$ cat src/rtl/register_unmapper_pkg.sv
// rtl/register_unmapper_pkg.sv - shared constants and types for the register unmapper
package register_map_pkg;

    localparam int NUM_REGS = 4;
    localparam int IDX_W    = $clog2(NUM_REGS);
    localparam int DATA_W   = 8;

    typedef logic [IDX_W-1:0]                 reg_idx_t;
    typedef logic [DATA_W-1:0]                reg_data_t;
    typedef logic [NUM_REGS-1:0][IDX_W-1:0]   perm_t;

    typedef enum logic [1:0] {
        IDLE,
        READ,
        PRESENT,
        DONE
    } dump_state_e;

endpackage

$ cat src/rtl/register_unmapper_if.sv
// rtl/register_unmapper_if.sv - regfile read port and dump stream bundle
interface register_unmapper_if;
    import register_map_pkg::*;

    reg_idx_t  rf_rd_addr;
    reg_data_t rf_rd_data;
    logic      dump_valid;
    logic      dump_ready;
    reg_idx_t  dump_log_idx;
    reg_data_t dump_data;

    modport master (
        output rf_rd_addr,
        input  rf_rd_data,
        output dump_valid,
        input  dump_ready,
        output dump_log_idx,
        output dump_data
    );

    modport slave (
        input  rf_rd_addr,
        output rf_rd_data,
        input  dump_valid,
        output dump_ready,
        input  dump_log_idx,
        input  dump_data
    );

endinterface

$ cat src/rtl/register_unmapper_table.sv
// rtl/register_unmapper_table.sv - forward/inverse permutation tables updated by SWAP
module swap_perm_table
    import register_map_pkg::*;
(
    input  logic     clk,
    input  logic     reset,
    input  logic     do_swap,
    input  reg_idx_t swap_a,
    input  reg_idx_t swap_b,
    input  reg_idx_t phys_idx,
    output perm_t    inv,
    output reg_idx_t log_idx
);

    perm_t fwd_q;
    perm_t inv_q;

    // Both tables move together so I[F[l]] == l holds after every edge.
    always_ff @(posedge clk or posedge reset) begin
        if (reset) begin
            for (int i = 0; i < NUM_REGS; i++) begin
                fwd_q[i] <= reg_idx_t'(i);
                inv_q[i] <= reg_idx_t'(i);
            end
        end else if (do_swap && (swap_a != swap_b)) begin
            fwd_q[swap_a]        <= fwd_q[swap_b];
            fwd_q[swap_b]        <= fwd_q[swap_a];
            inv_q[fwd_q[swap_a]] <= swap_b;
            inv_q[fwd_q[swap_b]] <= swap_a;
        end
    end

    assign inv     = inv_q;
    assign log_idx = inv_q[phys_idx];

endmodule

$ cat src/rtl/register_unmapper.sv
// rtl/register_unmapper.sv - physical->logical register unmapper with snapshot dump sequencer
module register_unmapper
    import register_map_pkg::*;
(
    input  logic                 clk,
    input  logic                 reset,
    input  logic                 do_swap,
    input  reg_idx_t             swap_a,
    input  reg_idx_t             swap_b,
    input  reg_idx_t             phys_idx,
    output reg_idx_t             log_idx,
    input  logic                 dump_start,
    output logic                 dump_busy,
    output logic                 dump_done,
    register_unmapper_if.master  dump_if
);

    localparam reg_idx_t LAST_P = reg_idx_t'(NUM_REGS - 1);

    perm_t       inv;
    perm_t       snap_q;
    dump_state_e state_q, state_d;
    reg_idx_t    p_q;
    reg_idx_t    beat_log_q;
    reg_data_t   beat_data_q;
    logic        fresh_q;
    logic        accept;

    swap_perm_table u_table (
        .clk      (clk),
        .reset    (reset),
        .do_swap  (do_swap),
        .swap_a   (swap_a),
        .swap_b   (swap_b),
        .phys_idx (phys_idx),
        .inv      (inv),
        .log_idx  (log_idx)
    );

    assign accept = (state_q == PRESENT) && dump_if.dump_ready;

    always_ff @(posedge clk or posedge reset) begin
        if (reset) begin
            state_q     <= IDLE;
            p_q         <= '0;
            snap_q      <= '0;
            beat_log_q  <= '0;
            beat_data_q <= '0;
            fresh_q     <= 1'b0;
        end else begin
            state_q <= state_d;
            case (state_q)
                IDLE: begin
                    if (dump_start) begin
                        p_q    <= '0;
                        snap_q <= inv;
                    end
                end
                READ: begin
                    beat_log_q <= snap_q[p_q];
                    fresh_q    <= 1'b1;
                end
                PRESENT: begin
                    // Regfile data arrives in the first PRESENT cycle; hold it while stalled.
                    if (fresh_q) begin
                        beat_data_q <= dump_if.rf_rd_data;
                        fresh_q     <= 1'b0;
                    end
                    if (accept && (p_q != LAST_P)) begin
                        p_q <= reg_idx_t'(p_q + 1'b1);
                    end
                end
                default: ;
            endcase
        end
    end

    always_comb begin
        state_d            = state_q;
        dump_if.rf_rd_addr = p_q;
        dump_if.dump_valid = 1'b0;
        dump_busy          = 1'b1;
        dump_done          = 1'b0;
        case (state_q)
            IDLE: begin
                dump_busy          = 1'b0;
                dump_if.rf_rd_addr = '0;
                if (dump_start) begin
                    state_d = READ;
                end
            end
            READ: begin
                state_d = PRESENT;
            end
            PRESENT: begin
                dump_if.dump_valid = 1'b1;
                if (accept) begin
                    state_d = (p_q == LAST_P) ? DONE : READ;
                end
            end
            DONE: begin
                dump_done = 1'b1;
                state_d   = IDLE;
            end
            default: begin
                state_d = IDLE;
            end
        endcase
    end

    assign dump_if.dump_log_idx = beat_log_q;
    assign dump_if.dump_data    = ((state_q == PRESENT) && fresh_q) ? dump_if.rf_rd_data
                                                                     : beat_data_q;

endmodule

$ cat src/flat_wrapper.sv
// flat-port wrapper written by rule: the top's interface ports become plain ports
module register_unmapper_flat import register_map_pkg::*;
  (clk, reset, do_swap, swap_a, swap_b, phys_idx, log_idx, dump_start, dump_busy, dump_done, dump_if_rf_rd_addr, dump_if_rf_rd_data, dump_if_dump_valid, dump_if_dump_ready, dump_if_dump_log_idx, dump_if_dump_data);
  register_unmapper_if dump_if_i ();
  input  logic clk;
  input  logic reset;
  input  logic do_swap;
  input  reg_idx_t swap_a;
  input  reg_idx_t swap_b;
  input  reg_idx_t phys_idx;
  output reg_idx_t log_idx;
  input  logic dump_start;
  output logic dump_busy;
  output logic dump_done;
  output wire logic [$bits(dump_if_i.rf_rd_addr)-1:0] dump_if_rf_rd_addr;
  input wire logic [$bits(dump_if_i.rf_rd_data)-1:0] dump_if_rf_rd_data;
  output wire logic [$bits(dump_if_i.dump_valid)-1:0] dump_if_dump_valid;
  input wire logic [$bits(dump_if_i.dump_ready)-1:0] dump_if_dump_ready;
  output wire logic [$bits(dump_if_i.dump_log_idx)-1:0] dump_if_dump_log_idx;
  output wire logic [$bits(dump_if_i.dump_data)-1:0] dump_if_dump_data;
  assign dump_if_rf_rd_addr = dump_if_i.rf_rd_addr;
  assign dump_if_i.rf_rd_data = dump_if_rf_rd_data;
  assign dump_if_dump_valid = dump_if_i.dump_valid;
  assign dump_if_i.dump_ready = dump_if_dump_ready;
  assign dump_if_dump_log_idx = dump_if_i.dump_log_idx;
  assign dump_if_dump_data = dump_if_i.dump_data;
  register_unmapper u_core (.clk(clk), .reset(reset), .do_swap(do_swap), .swap_a(swap_a), .swap_b(swap_b), .phys_idx(phys_idx), .log_idx(log_idx), .dump_start(dump_start), .dump_busy(dump_busy), .dump_done(dump_done), .dump_if(dump_if_i));
endmodule
$ cat config.mk
export PLATFORM = sky130hd
export DESIGN_NAME = register_unmapper_flat
export DESIGN_NICKNAME = d
export VERILOG_FILES = /design/src/rtl/register_unmapper_pkg.sv /design/src/rtl/register_unmapper_if.sv /design/src/rtl/register_unmapper_table.sv /design/src/rtl/register_unmapper.sv /design/src/flat_wrapper.sv
export SDC_FILE = /design/constraint.sdc
export NUM_CORES = 1
export LEC_CHECK = 0
export BUFFER_PORTS_ARGS = -buffer_cell sky130_fd_sc_hd__buf_2
export CAP_MARGIN = 20
export CORE_ASPECT_RATIO = 0.6
export CORE_UTILIZATION = 56
export DETAILED_ROUTE_END_ITERATION = 10
export PLACE_DENSITY = 0.79
export RECOVER_POWER = 25
export SKIP_LAST_GASP = 1
export SYNTH_ARGS = -nofsm -noshare
export SYNTH_HDL_FRONTEND = slang
export SYNTH_SLANG_ARGS = --single-unit
$ cat constraint.sdc
create_clock -name clk -period 2 [get_ports clk]
set_input_delay 0.1 -clock clk [delete_from_list [all_inputs] [get_ports clk]]
set_output_delay 0.1 -clock clk [all_outputs]
set_load 0.005 [all_outputs]
==> impl_metrics.env <==
export IMPL_grt_pass1_vias=1566
export IMPL_die_x_um=83.0
export IMPL_ios=36
export IMPL_regArea_sq_um=986
export IMPL_crit_type="reg -> out"
export IMPL_drt_first_pass_iters=4
export IMPL_required_ps=1900
export IMPL_drt_wl_total_um=4630
export IMPL_status="finished, final reports clean"
export IMPL_yosysMostFrequentCell="dfrtp_1"
export IMPL_ctsRootBufferMaster="clkbuf_8"
export IMPL_drive_above_1_share_pct=34.6
export IMPL_synthesis_nets=216
export IMPL_power_density_mw_per_mm2=1470
export IMPL_syn_to_final_growth_pct=15.5
export IMPL_rsz0062_at_grt="false"
export IMPL_hold_path_depth=2
export IMPL_synth_xor_area_share_pct=1.19
export IMPL_setup_violations=0
export IMPL_cts_sinks=39
export IMPL_hold_viol=0
export IMPL_n_antenna_cell=0
export IMPL_critPathMaxStageDelay_ps=440
export IMPL_htreeDepth=2
export IMPL_dp_hpwl_um=3450
export IMPL_synth_top_cells_by_count="31 x dfrtp_1, 15 x mux2_2, 11 x inv_1, 11 x nand2_1"
export IMPL_synth_simple_gate_area_share_pct=8.75
export IMPL_tritoncts="yes"
export IMPL_ir_drop_mv=0.787
export IMPL_antenna_found_initial=0
export IMPL_yosys_area_top_type_share_pct=35.2
export IMPL_postCtsSetupBuffers=0
export IMPL_avgRoutedWirePerCell_um=16.7
export IMPL_min_from="dump_if_rf_rd_data[0]"
export IMPL_synth_compound_area_share_pct=20.5
export IMPL_dr_first_iter_drc_count=176
export IMPL_drc=0
export IMPL_cp_arrival_ps=1750
export IMPL_dp_worst_setup_slack_ps=227
export IMPL_clk_path_buf_depth=2
export IMPL_grt_max_degree=40
export IMPL_r2r_cells=4
export IMPL_hold_end="u_core.beat_data_q[0]$_DFFE_PP0P_"
export IMPL_multi_input_area_sq_mm=0.00112
export IMPL_synth_main_ff_cell="dfrtp_1"
export IMPL_synth_edf_count=0
export IMPL_postSynthAreaPerCell_sq_um=11.5
export IMPL_cellLeakagePower_uw=0.00115
export IMPL_synth_seq_cells=39
export IMPL_place_port_buffers=35
export IMPL_cp_num_buf_inv=2
export IMPL_endpoint_kind="output pin"
export IMPL_antenna_left=0
export IMPL_synthDistinctLibCells=39
export IMPL_syn_inst=191
export IMPL_fin_crit_ps=1850
export IMPL_r2r_setup_slack_ps=170
export IMPL_slew_headroom_pct=38.2
export IMPL_synth_mux_area_fraction_pct=17.1
export IMPL_hold_path_class="in -> reg"
export IMPL_grt_util_all_layers_pct=23.6
export IMPL_fp_dieH_um=50.6
export IMPL_final_nets=255
export IMPL_synth_area_leaders="dfrtp_1 35%, dfstp_2 9.5%, mux2_2 7.7%"
export IMPL_gp_congestion=0.937
export IMPL_async_reset_ff_share_pct=100
export IMPL_yosys_warnings=0
export IMPL_fmax_ghz=0.541
export IMPL_fill_cells=288
export IMPL_worst_pin_slew_ps=927
export IMPL_synth_top_family_by_area="compound AO/OA/AOI/OAI gates"
export IMPL_cp_max_fo=8
export IMPL_start_util_pct=59.2
export IMPL_synthAdderAreaFrac_pct=3.41
export IMPL_numCtsBuffers=5
export IMPL_vias_per_cell=6.09
export IMPL_insertion_delay_ps=290
export IMPL_num_vias=1693
export IMPL_core_sq_mm=0.00372
export IMPL_die_area_sq_mm=0.00420
export IMPL_maxCapViolations=0
export IMPL_syn_cell_area_sq_mm=0.00220
export IMPL_placementRows=17
export IMPL_grt_pass1_wl_um=7560
export IMPL_crit_chain="inv_1, ha_1, nand2_2, mux2_2, buf_2"
export IMPL_slowest_stage="dfrtp_1"
export IMPL_worst_path_dominant_cell_family="flip-flops"
export IMPL_slew_violations=0
export IMPL_yosys_area_top_type="dfrtp_1"
export IMPL_critPathLaunchType="flip-flop"
export IMPL_r2r_start="u_core.u_table.fwd_q[5]$_DFFE_PP1P_"
export IMPL_clkSlewWorstSetupHoldPaths_ps=80
export IMPL_fin_tns_setup_ps=0
export IMPL_setup_ws_ps=152
export IMPL_seq_area_frac_synth_pct=44.8
export IMPL_finalCritPeriodShare_pct=92.4
export IMPL_r2r_end="u_core.u_table.inv[7]$_DFFE_PP1P_"
export IMPL_grt_overflow=0
export IMPL_clock_skew_ps=5.54
## layout make-up
cell class	instances	area share, %
clock inverters	3	1.72
clock buffers	5	2.71
inverters	13	1.92
flip-flops and latches	39	38.8
repair buffers	40	8.37
well taps	47	2.31
multi-input cells	131	44.2
## cells by family (layout without fill, tap and decap cells)
| logic type | count (synthesis) | after routing |
|---|---|---|
| AO/OA/AOI/OAI | 60 | 60 |
| adder cells (fa/ha/maj) | 6 | 6 |
| multiplexers | 25 | 25 |
| buffers and inverters | 21 | 61 |
| AND/OR/NAND/NOR | 37 | 37 |
| flip-flops | 39 | 39 |
| XOR/XNOR | 3 | 3 |
## routing by layer
layer / vias up / track usage [%] / part of all wire [%]
met5: - / 0 / 0
met4: 0 / 4.60 / 0
met3: 0 / 7.24 / 8.4
met2: 80 / 32.1 / 41
met1: 816 / 36.5 / 50
li1: 797 / - / -
## worst max path at each step
| stage | from | endpoint | slack [ps] | cells past startpoint |
|---|---|---|---|---|
| 2_1_floorplan | u_core.u_table.fwd_q[0]$_DFFE_PP0P_ | u_core.u_table.inv[0]$_DFFE_PP0P_ | 380 | 4 |
| 3_3_place_gp | u_core.u_table.fwd_q[0]$_DFFE_PP0P_ | u_core.u_table.inv[0]$_DFFE_PP0P_ | 240 | 4 |
| 3_5_place_dp | u_core.state_q[0]$_DFFE_PP0P_ | u_core.p_q[0]$_DFFE_PP0P_ | 230 | 6 |
| 4_1_cts | u_core.state_q[0]$_DFFE_PP0P_ | dump_if_dump_data[1] | 50 | 5 |
| 5_1_grt | u_core.state_q[0]$_DFFE_PP0P_ | u_core.p_q[0]$_DFFE_PP0P_ | 20 | 6 |
| 6_report | u_core.state_q[0]$_DFFE_PP0P_ | dump_if_dump_data[3] | 150 | 5 |
## registers in the layout, indices dropped and copies added (netlist names)
register and cells:
u_core.state_q 2, u_core.fresh_q 1, u_core.p_q 2, u_core.dump_if.dump_log_idx 2, u_core.beat_data_q 8, u_core.u_table.fwd_q 8, u_core.snap_q 8, u_core.u_table.inv 8
## layout by cell type (no fill, tap or decap), types with 3 or more instances in the layout
cell type   n
xor2_1      3
a2bb2oi_1   4
a22oi_1     8
buf_4       3
a21oi_1     6
a221o_1     4
ha_1        6
mux4_2      6
dfstp_2     8
nor2_1      4
nor2b_1     9
inv_1      11
mux2_2     15
o2bb2ai_1   6
buf_2      35
o221ai_1    4
a22o_1      7
o21ai_0     9
dfrtp_1    31
o22ai_1     4
nand3_1     3
nand2_1    10
clkbuf_8    5
## power breakdown
part	total [uW]	switching (uW)	internal (uW)	leakage (uW)
clock network	647	276	371	0.0000581
logic	1600	753	843	0.000641
registers	1480	278	1210	0.000446
total	3730	1310	2420	0.00115
## metrics by stage
stage | instances | power (uW) | util (%) | hold slack (ps) | area (sq um)
finish | 278 | 3730 | 68.3 | 54.3 | 2540
global route | 278 | 3990 | 68.3 | 45.7 | 2540
CTS | 278 | 3730 | 68.3 | 43.7 | 2540
detailed placement | 269 | 3070 | 65.0 | 227 | 2420
global placement | 269 | 3030 | 65.0 | 230 | 2420
floorplan | 191 | 2570 | - | 266 | 2200
## timing repair
action | in CTS | in global routing
hold buffers | 1 | 0
resized for setup | 0 | 1
endpoints found under the setup margin | 0 | 8
hold endpoints to repair | 31 | 0
No activity file was read; power rests on OpenSTA's default activity.
